[config.mk]
export PLATFORM = sky130hd
export DESIGN_NAME = load_store_unit
export DESIGN_NICKNAME = d
export VERILOG_FILES = /design/src/rtl/load_store_unit.sv
export SDC_FILE = /design/constraint.sdc
export NUM_CORES = 1
export LEC_CHECK = 0
export BUFFER_PORTS_ARGS = -buffer_cell sky130_fd_sc_hd__buf_4
export CORE_UTILIZATION = 44
export CTS_CLUSTER_DIAMETER = 120
export CTS_CLUSTER_SIZE = 24
export DETAILED_ROUTE_END_ITERATION = 8
export GPL_TIMING_DRIVEN = 1
export PLACE_DENSITY = 0.88
export SLEW_MARGIN = 20
export SYNTH_ARGS = -nofsm -noshare
export SYNTH_HDL_FRONTEND = slang
export SYNTH_SLANG_ARGS = --single-unit
[constraint.sdc]
create_clock -name i_clk -period 1.7 [get_ports i_clk]
set_input_delay 0.17 -clock i_clk [delete_from_list [all_inputs] [get_ports i_clk]]
set_output_delay 0.17 -clock i_clk [all_outputs]
set_load 0.01 [all_outputs]
[src/rtl/load_store_unit.sv]
// RV32I load/store unit: sizes, lane-aligns and sign/zero-extends accesses to a 1-cycle-latency memory.
// Build option: define LSU_MISALIGN_TRAP_EN to trap misaligned halfword/word accesses instead of aligning.
module load_store_unit (
  input  logic        i_clk,
  input  logic        i_rst,
  input  logic        i_Req,
  output logic        o_Ready,
  input  logic        i_We,
  input  logic [2:0]  i_Funct3,
  input  logic [31:0] i_Addr,
  input  logic [31:0] i_Wd,
  output logic [31:0] o_Rd,
  output logic        o_Done,
  output logic        o_Misaligned,
  output logic [31:0] o_Mem_Addr,
  output logic [31:0] o_Mem_Wd,
  output logic [3:0]  o_Mem_Wen,
  output logic        o_Mem_Ren,
  input  logic [31:0] i_Mem_Rd
);

  typedef enum logic [2:0] {StIdle, StWrite, StWriteHi, StRead, StCapture} state_e;

  state_e      state_q, state_d;
  logic [2:0]  funct3_q;
  logic [31:0] addr_q, wd_q, rd_q, rd_fmt;
  logic        done_q, done_d, mis_q, mis_d;
  logic        accept, req_ok, req_mis, is_half, is_word, split;
  logic [31:0] addr_eff, wd_rep;
  logic [7:0]  lane_b;
  logic [15:0] lane_h;

  assign accept  = i_Req && (state_q == StIdle);
  assign is_half = (i_Funct3[1:0] == 2'b01);
  assign is_word = (i_Funct3[1:0] == 2'b10);

`ifdef LSU_MISALIGN_TRAP_EN
  assign req_mis  = (is_half && i_Addr[0]) || (is_word && (i_Addr[1:0] != 2'b00));
  assign addr_eff = i_Addr;
`else
  assign req_mis  = 1'b0;
  assign addr_eff = is_word ? {i_Addr[31:2], 2'b00} :
                    is_half ? {i_Addr[31:1], 1'b0}  : i_Addr;
`endif

  always_comb begin
    req_ok = 1'b0;
    case (i_Funct3)
      3'b000, 3'b001, 3'b010: req_ok = 1'b1;
      3'b100, 3'b101:         req_ok = !i_We;
      default:                req_ok = 1'b0;
    endcase
  end

  always_comb begin
    wd_rep = i_Wd;
    case (i_Funct3[1:0])
      2'b00:   wd_rep = {4{i_Wd[7:0]}};
      2'b01:   wd_rep = {2{i_Wd[15:0]}};
      default: wd_rep = i_Wd;
    endcase
  end

  // A halfword at offset 2 is written as two single-byte strobes, never as 1100.
  assign split = (funct3_q[1:0] == 2'b01) && addr_q[1];

  always_comb begin
    state_d = state_q;
    done_d  = 1'b0;
    mis_d   = 1'b0;
    unique case (state_q)
      StIdle: begin
        if (i_Req) begin
          if (!req_ok || req_mis) begin
            done_d = 1'b1;
            mis_d  = req_ok && req_mis;
          end else begin
            state_d = i_We ? StWrite : StRead;
          end
        end
      end
      StWrite: begin
        if (split) begin
          state_d = StWriteHi;
        end else begin
          state_d = StIdle;
          done_d  = 1'b1;
        end
      end
      StWriteHi: begin
        state_d = StIdle;
        done_d  = 1'b1;
      end
      StRead:    state_d = StCapture;
      StCapture: begin
        state_d = StIdle;
        done_d  = 1'b1;
      end
      default:   state_d = StIdle;
    endcase
  end

  assign lane_b = i_Mem_Rd[{addr_q[1:0], 3'b000} +: 8];
  assign lane_h = addr_q[1] ? i_Mem_Rd[31:16] : i_Mem_Rd[15:0];

  always_comb begin
    rd_fmt = i_Mem_Rd;
    case (funct3_q)
      3'b000:  rd_fmt = {{24{lane_b[7]}}, lane_b};
      3'b001:  rd_fmt = {{16{lane_h[15]}}, lane_h};
      3'b100:  rd_fmt = {24'h000000, lane_b};
      3'b101:  rd_fmt = {16'h0000, lane_h};
      default: rd_fmt = i_Mem_Rd;
    endcase
  end

  always_ff @(posedge i_clk) begin
    if (i_rst) begin
      state_q  <= StIdle;
      funct3_q <= 3'b000;
      addr_q   <= '0;
      wd_q     <= '0;
      rd_q     <= '0;
      done_q   <= 1'b0;
      mis_q    <= 1'b0;
    end else begin
      state_q <= state_d;
      done_q  <= done_d;
      mis_q   <= mis_d;
      if (accept) begin
        funct3_q <= i_Funct3;
        addr_q   <= addr_eff;
        wd_q     <= wd_rep;
      end
      if (state_q == StCapture) rd_q <= rd_fmt;
    end
  end

  always_comb begin
    o_Mem_Wen = 4'b0000;
    if (state_q == StWrite) begin
      case (funct3_q[1:0])
        2'b00:   o_Mem_Wen = 4'b0001 << addr_q[1:0];
        2'b01:   o_Mem_Wen = addr_q[1] ? 4'b0100 : 4'b0011;
        default: o_Mem_Wen = 4'b1111;
      endcase
    end else if (state_q == StWriteHi) begin
      o_Mem_Wen = 4'b1000;
    end
  end

  assign o_Ready      = (state_q == StIdle);
  assign o_Mem_Ren    = (state_q == StRead);
  assign o_Mem_Addr   = (state_q != StIdle) ? addr_q : '0;
  assign o_Mem_Wd     = ((state_q == StWrite) || (state_q == StWriteHi)) ? wd_q : '0;
  assign o_Rd         = rd_q;
  assign o_Done       = done_q;
  assign o_Misaligned = mis_q;

endmodule
==> qor.tcl <==
set qor(status) {finished, violations left}
set qor(failed_checks) {negative setup slack}
set qor(layout-area-overhead-vs-synth_pct) 45.30
set qor(yosys.area_share.simple_pct) 27.36
set qor(dp_worst_setup_slack_ns) -0.05484
set qor(final_design_area_no_fill_um2) 7328
set qor(finalWeightedCongestion) 0.8351
set qor(finish.net_count) 957
set qor(worst-slew-pin-transition_ns) 0.5352
set qor(mappedNetlistNets) 760
set qor(final_setup_viols) 44
set qor(final_layout_size_suffix_gt1_share_pct) 33.57
set qor(grt_max_degree) 46
set qor(drtAntennaViolNets) 0
set qor(r2r_cells) 6
set qor(finalHoldViolations) 0
set qor(grt.total_usage_pct) 26.51
set qor(post_synth_xor_area_fraction_pct) 0
set qor(final.min_clock_period_ns) 1.771
set qor(clkSlewWorstSetupHoldPaths_ns) 0.07
set qor(irDropWorstVdd_v) 0.0008112
set qor(start_kind) {flip-flop}
set qor(main_combinational_cell_family_by_area_after_synthesis) {simple AND/OR/NAND/NOR gates}
set qor(synth_fa_ha_area_share_pct) 0
set qor(synth-async-reset-ratio_pct) 0
set qor(seq_area_um2) 2071
set qor(grt_first_pass_wirelength_um) 24430
set qor(via_count_of_the_first_global_routing_pass) 5053
set qor(holdCritPathClass) {input port to flip-flop}
set qor(worst_max_slew_margin_expressed_relative_to_the_limit_pct) 64.19
set qor(r2r_setup_slack_ns) -0.03
set qor(synth_top_cells_by_count) {nand2_1, dfxtp_1, a21oi_1}
set qor(synthesis.instances) 657
set qor(timing_worst_setup_path_type) {flip-flop to primary output}
set qor(number_of_filler_instances_in_the_final_layout) 914
set qor(postSynthRegisterBits) 103
set qor(vias) 5400
set qor(synthesis.area_per_instance_um2) 7.677
set qor(required_time_of_the_critical_path_ns) 1.53
set qor(cts-root-to-sink-buffers) 2
set qor(synth-edff-count) 0
set qor(grt.busiest_layer) {met2}
set qor(critical_path.reg2reg.endpoint) {o_Rd[8]$_SDFFE_PP0N_}
set qor(number_of_iterations_in_the_first_detailed_routing_pass) 5
set qor(dieArea_um2) 11900
set qor(initial_core_utilization_pct) 45.92
set qor(clkLatencyLatePin_ns) 0.35
set qor(worstSetupStartpoint) {state_q[2]$_SDFFE_PP0P_}
set qor(drv_cap) 0
set qor(multi_input_area_um2) 2748
set qor(slew_violations) 0
set qor(setup_total_negative_slack_ns) -1.370
set qor(timing.fmax_ghz) 0.5647
set qor(final.setup.worst_slack_ns) -0.07076
set qor(element_type_at_the_critical_path_end) {primary output}
set qor(fp.coreArea_um2) 10980
set qor(powerDensity_nw_per_um2) 768.2
set qor(insertedDiodeCount) 0
set qor(synth.area.top_cells) {dfxtp_1, nand2_1, a21oi_1, a211oi_1, nor2b_1}
set qor(timing.final.crit_share_pct) 104.2
set qor(drt_iter0_markers) 343
set qor(clock_sinks) 103
set qor(post-route-drc-count) 0
set qor(post_synth_mux_area_share_pct) 4.317
set qor(wl_per_cell_um) 16.05
set qor(grt_antenna_before_repair) 0
set qor(post_synth_num_cell_types) 43
set qor(floorplan.die.height_um) 109.1
set qor(routed_wl_um) 16020
set qor(deepest_level_of_the_cts_h_tree) 3
set qor(synth-compound-area-share_pct) 21.21
set qor(synth_largest_area_cell) {dfxtp_1}
set qor(design.portCount) 207
set qor(global_route.overflow_total) 0
set qor(portion_of_synthesized_cell_area_occupied_by_the_leading_cell_type_pct) 40.88
set qor(placed_cell_area_um2) 6787
set qor(r2r_start) {state_q[0]$_SDFFE_PP0P_}
set qor(finalNonFillerCells) 998
set qor(crit_path_end) {o_Mem_Wen[2]}
set qor(ys_seq_area_share_pct) 40.88
set qor(io_buffers) 205
set qor(die_w_um) 109.1
set qor(vias_per_cell) 5.411
set qor(placed_cells) 970
set qor(crit_fanout) 5
set qor(number_of_warnings_reported_in_the_yosys_synthesis_log) 0
set qor(fin_skew_ns) 0.008017
set qor(clockRootBuffer) {clkbuf_16}
set qor(use_met2_pct) 45.19
set qor(tritoncts_clock_tree) {yes}
set qor(dp_hpwl_um) 11110
set qor(synth_most_common_cell) {nand2_1}
set qor(rsz0062_at_grt) {yes}
set qor(leakagePower_nw) 3.189
set qor(post_synthesis_cell_area_um2) 5044
set qor(synthFlopType) {dfxtp_1}
set qor(gr-usage-met3_pct) 8.548
set qor(grt.met1_usage_pct) 30.49
set qor(cp_data_arrival_time_ns) 1.60
set qor(cts_buffers) 9
set qor(fp-row-count) 38
-- layer usage --
| layer | part of all wire (%) | vias to the layer above | routed length (um) |
|---|---|---|---|
| met2 | 49 | 248 | 7774 |
| met1 | 40 | 2502 | 6344 |
| met5 | 0 | - | 0 |
| met3 | 9.9 | 31 | 1578 |
| li1 | - | 2619 | - |
| met4 | 2.0 | 0 | 319 |
-- sequential cells by signal, indices dropped and copies added, names as in the netlist --
name,flops
state_q,3
o_Rd,32
wd_q,32
funct3_q,3
addr_q,32
o_Done,1
-- worst max-delay path, cell delays in order (launching register included) --
cell	delay [ns]
dfxtp_1	0.36
buf_4	0.17
nand2b_2	0.24
nor3_2	0.29
buf_4	0.18
-- metrics by stage --
step	total power [mW]	hold WS, ns	util [%]
3_3_place_gp	3.602	0.4158	61.79
4_1_cts	5.621	0.05070	65.64
2_1_floorplan	3.166	0.3060	-
5_1_grt	5.875	0.05494	66.72
6_report	5.630	0.06262	66.72
3_5_place_dp	3.622	0.4253	61.79
-- cell families after synthesis --
family | count (synthesis)
compound gates | 164
other cells | 1
simple gates | 298
buf+inv | 70
mux | 21
flops | 103
-- layout by cell type, fill, tap and decap left out, types with 4 or more instances in the layout --
cell / instances
o21ai_0: 17
nor2b_1: 32
mux2i_1: 18
nor2_1: 45
clkbuf_16: 11
a221o_1: 7
buf_4: 223
inv_1: 11
o22ai_1: 7
and2_4: 5
dfxtp_2: 4
nand2_1: 154
dfxtp_1: 98
a21oi_1: 67
a211oi_1: 30
a21o_1: 5
and2_1: 28
buf_6: 12
nand4_1: 5
a211o_1: 9
a311oi_1: 8
buf_12: 8
o211ai_1: 4
-- report_power, final --
group          leakage, nW  internal, mW  total, mW  switching (mW)
Clock                0.124          1.03       1.96           0.929
Combinational         2.22         0.529       1.07           0.543
Sequential           0.845          2.53       2.60          0.0645
-- timing repair --
action,4_1_cts,5_1_grt
hold buffers,0,0
pin swaps,3,3
setup endpoints to repair,67,108
resized for setup,24,18
buffers inserted,4,6
gates cloned,1,4
-- how the worst min path moves through the flow --
| stage | startpoint | end | slack, ns | cells past startpoint |
|---|---|---|---|---|
| final | i_Addr[7] | addr_q[7]$_SDFFE_PP0P_ | 0.06 | 3 |
| after global routing | i_Addr[26] | addr_q[26]$_SDFFE_PP0P_ | 0.05 | 3 |
| after CTS | i_Addr[7] | addr_q[7]$_SDFFE_PP0P_ | 0.05 | 3 |
| after detailed placement | i_Addr[26] | addr_q[26]$_SDFFE_PP0P_ | 0.43 | 3 |
| after global placement | i_Addr[9] | addr_q[9]$_SDFFE_PP0P_ | 0.42 | 3 |
| after floorplan | i_Addr[10] | addr_q[10]$_SDFFE_PP0P_ | 0.31 | 2 |
-- final cells by class --
cell class / instances / share of cell area, %
well taps: 140 / 2.390
multi-input cells: 484 / 37.49
clock buffers: 11 / 3.312
repair buffers: 245 / 27.56
clock inverters: 4 / 0.4268
inverters: 11 / 0.5634
flip-flops and latches: 103 / 28.26
No activity file was read; power rests on OpenSTA's default activity.
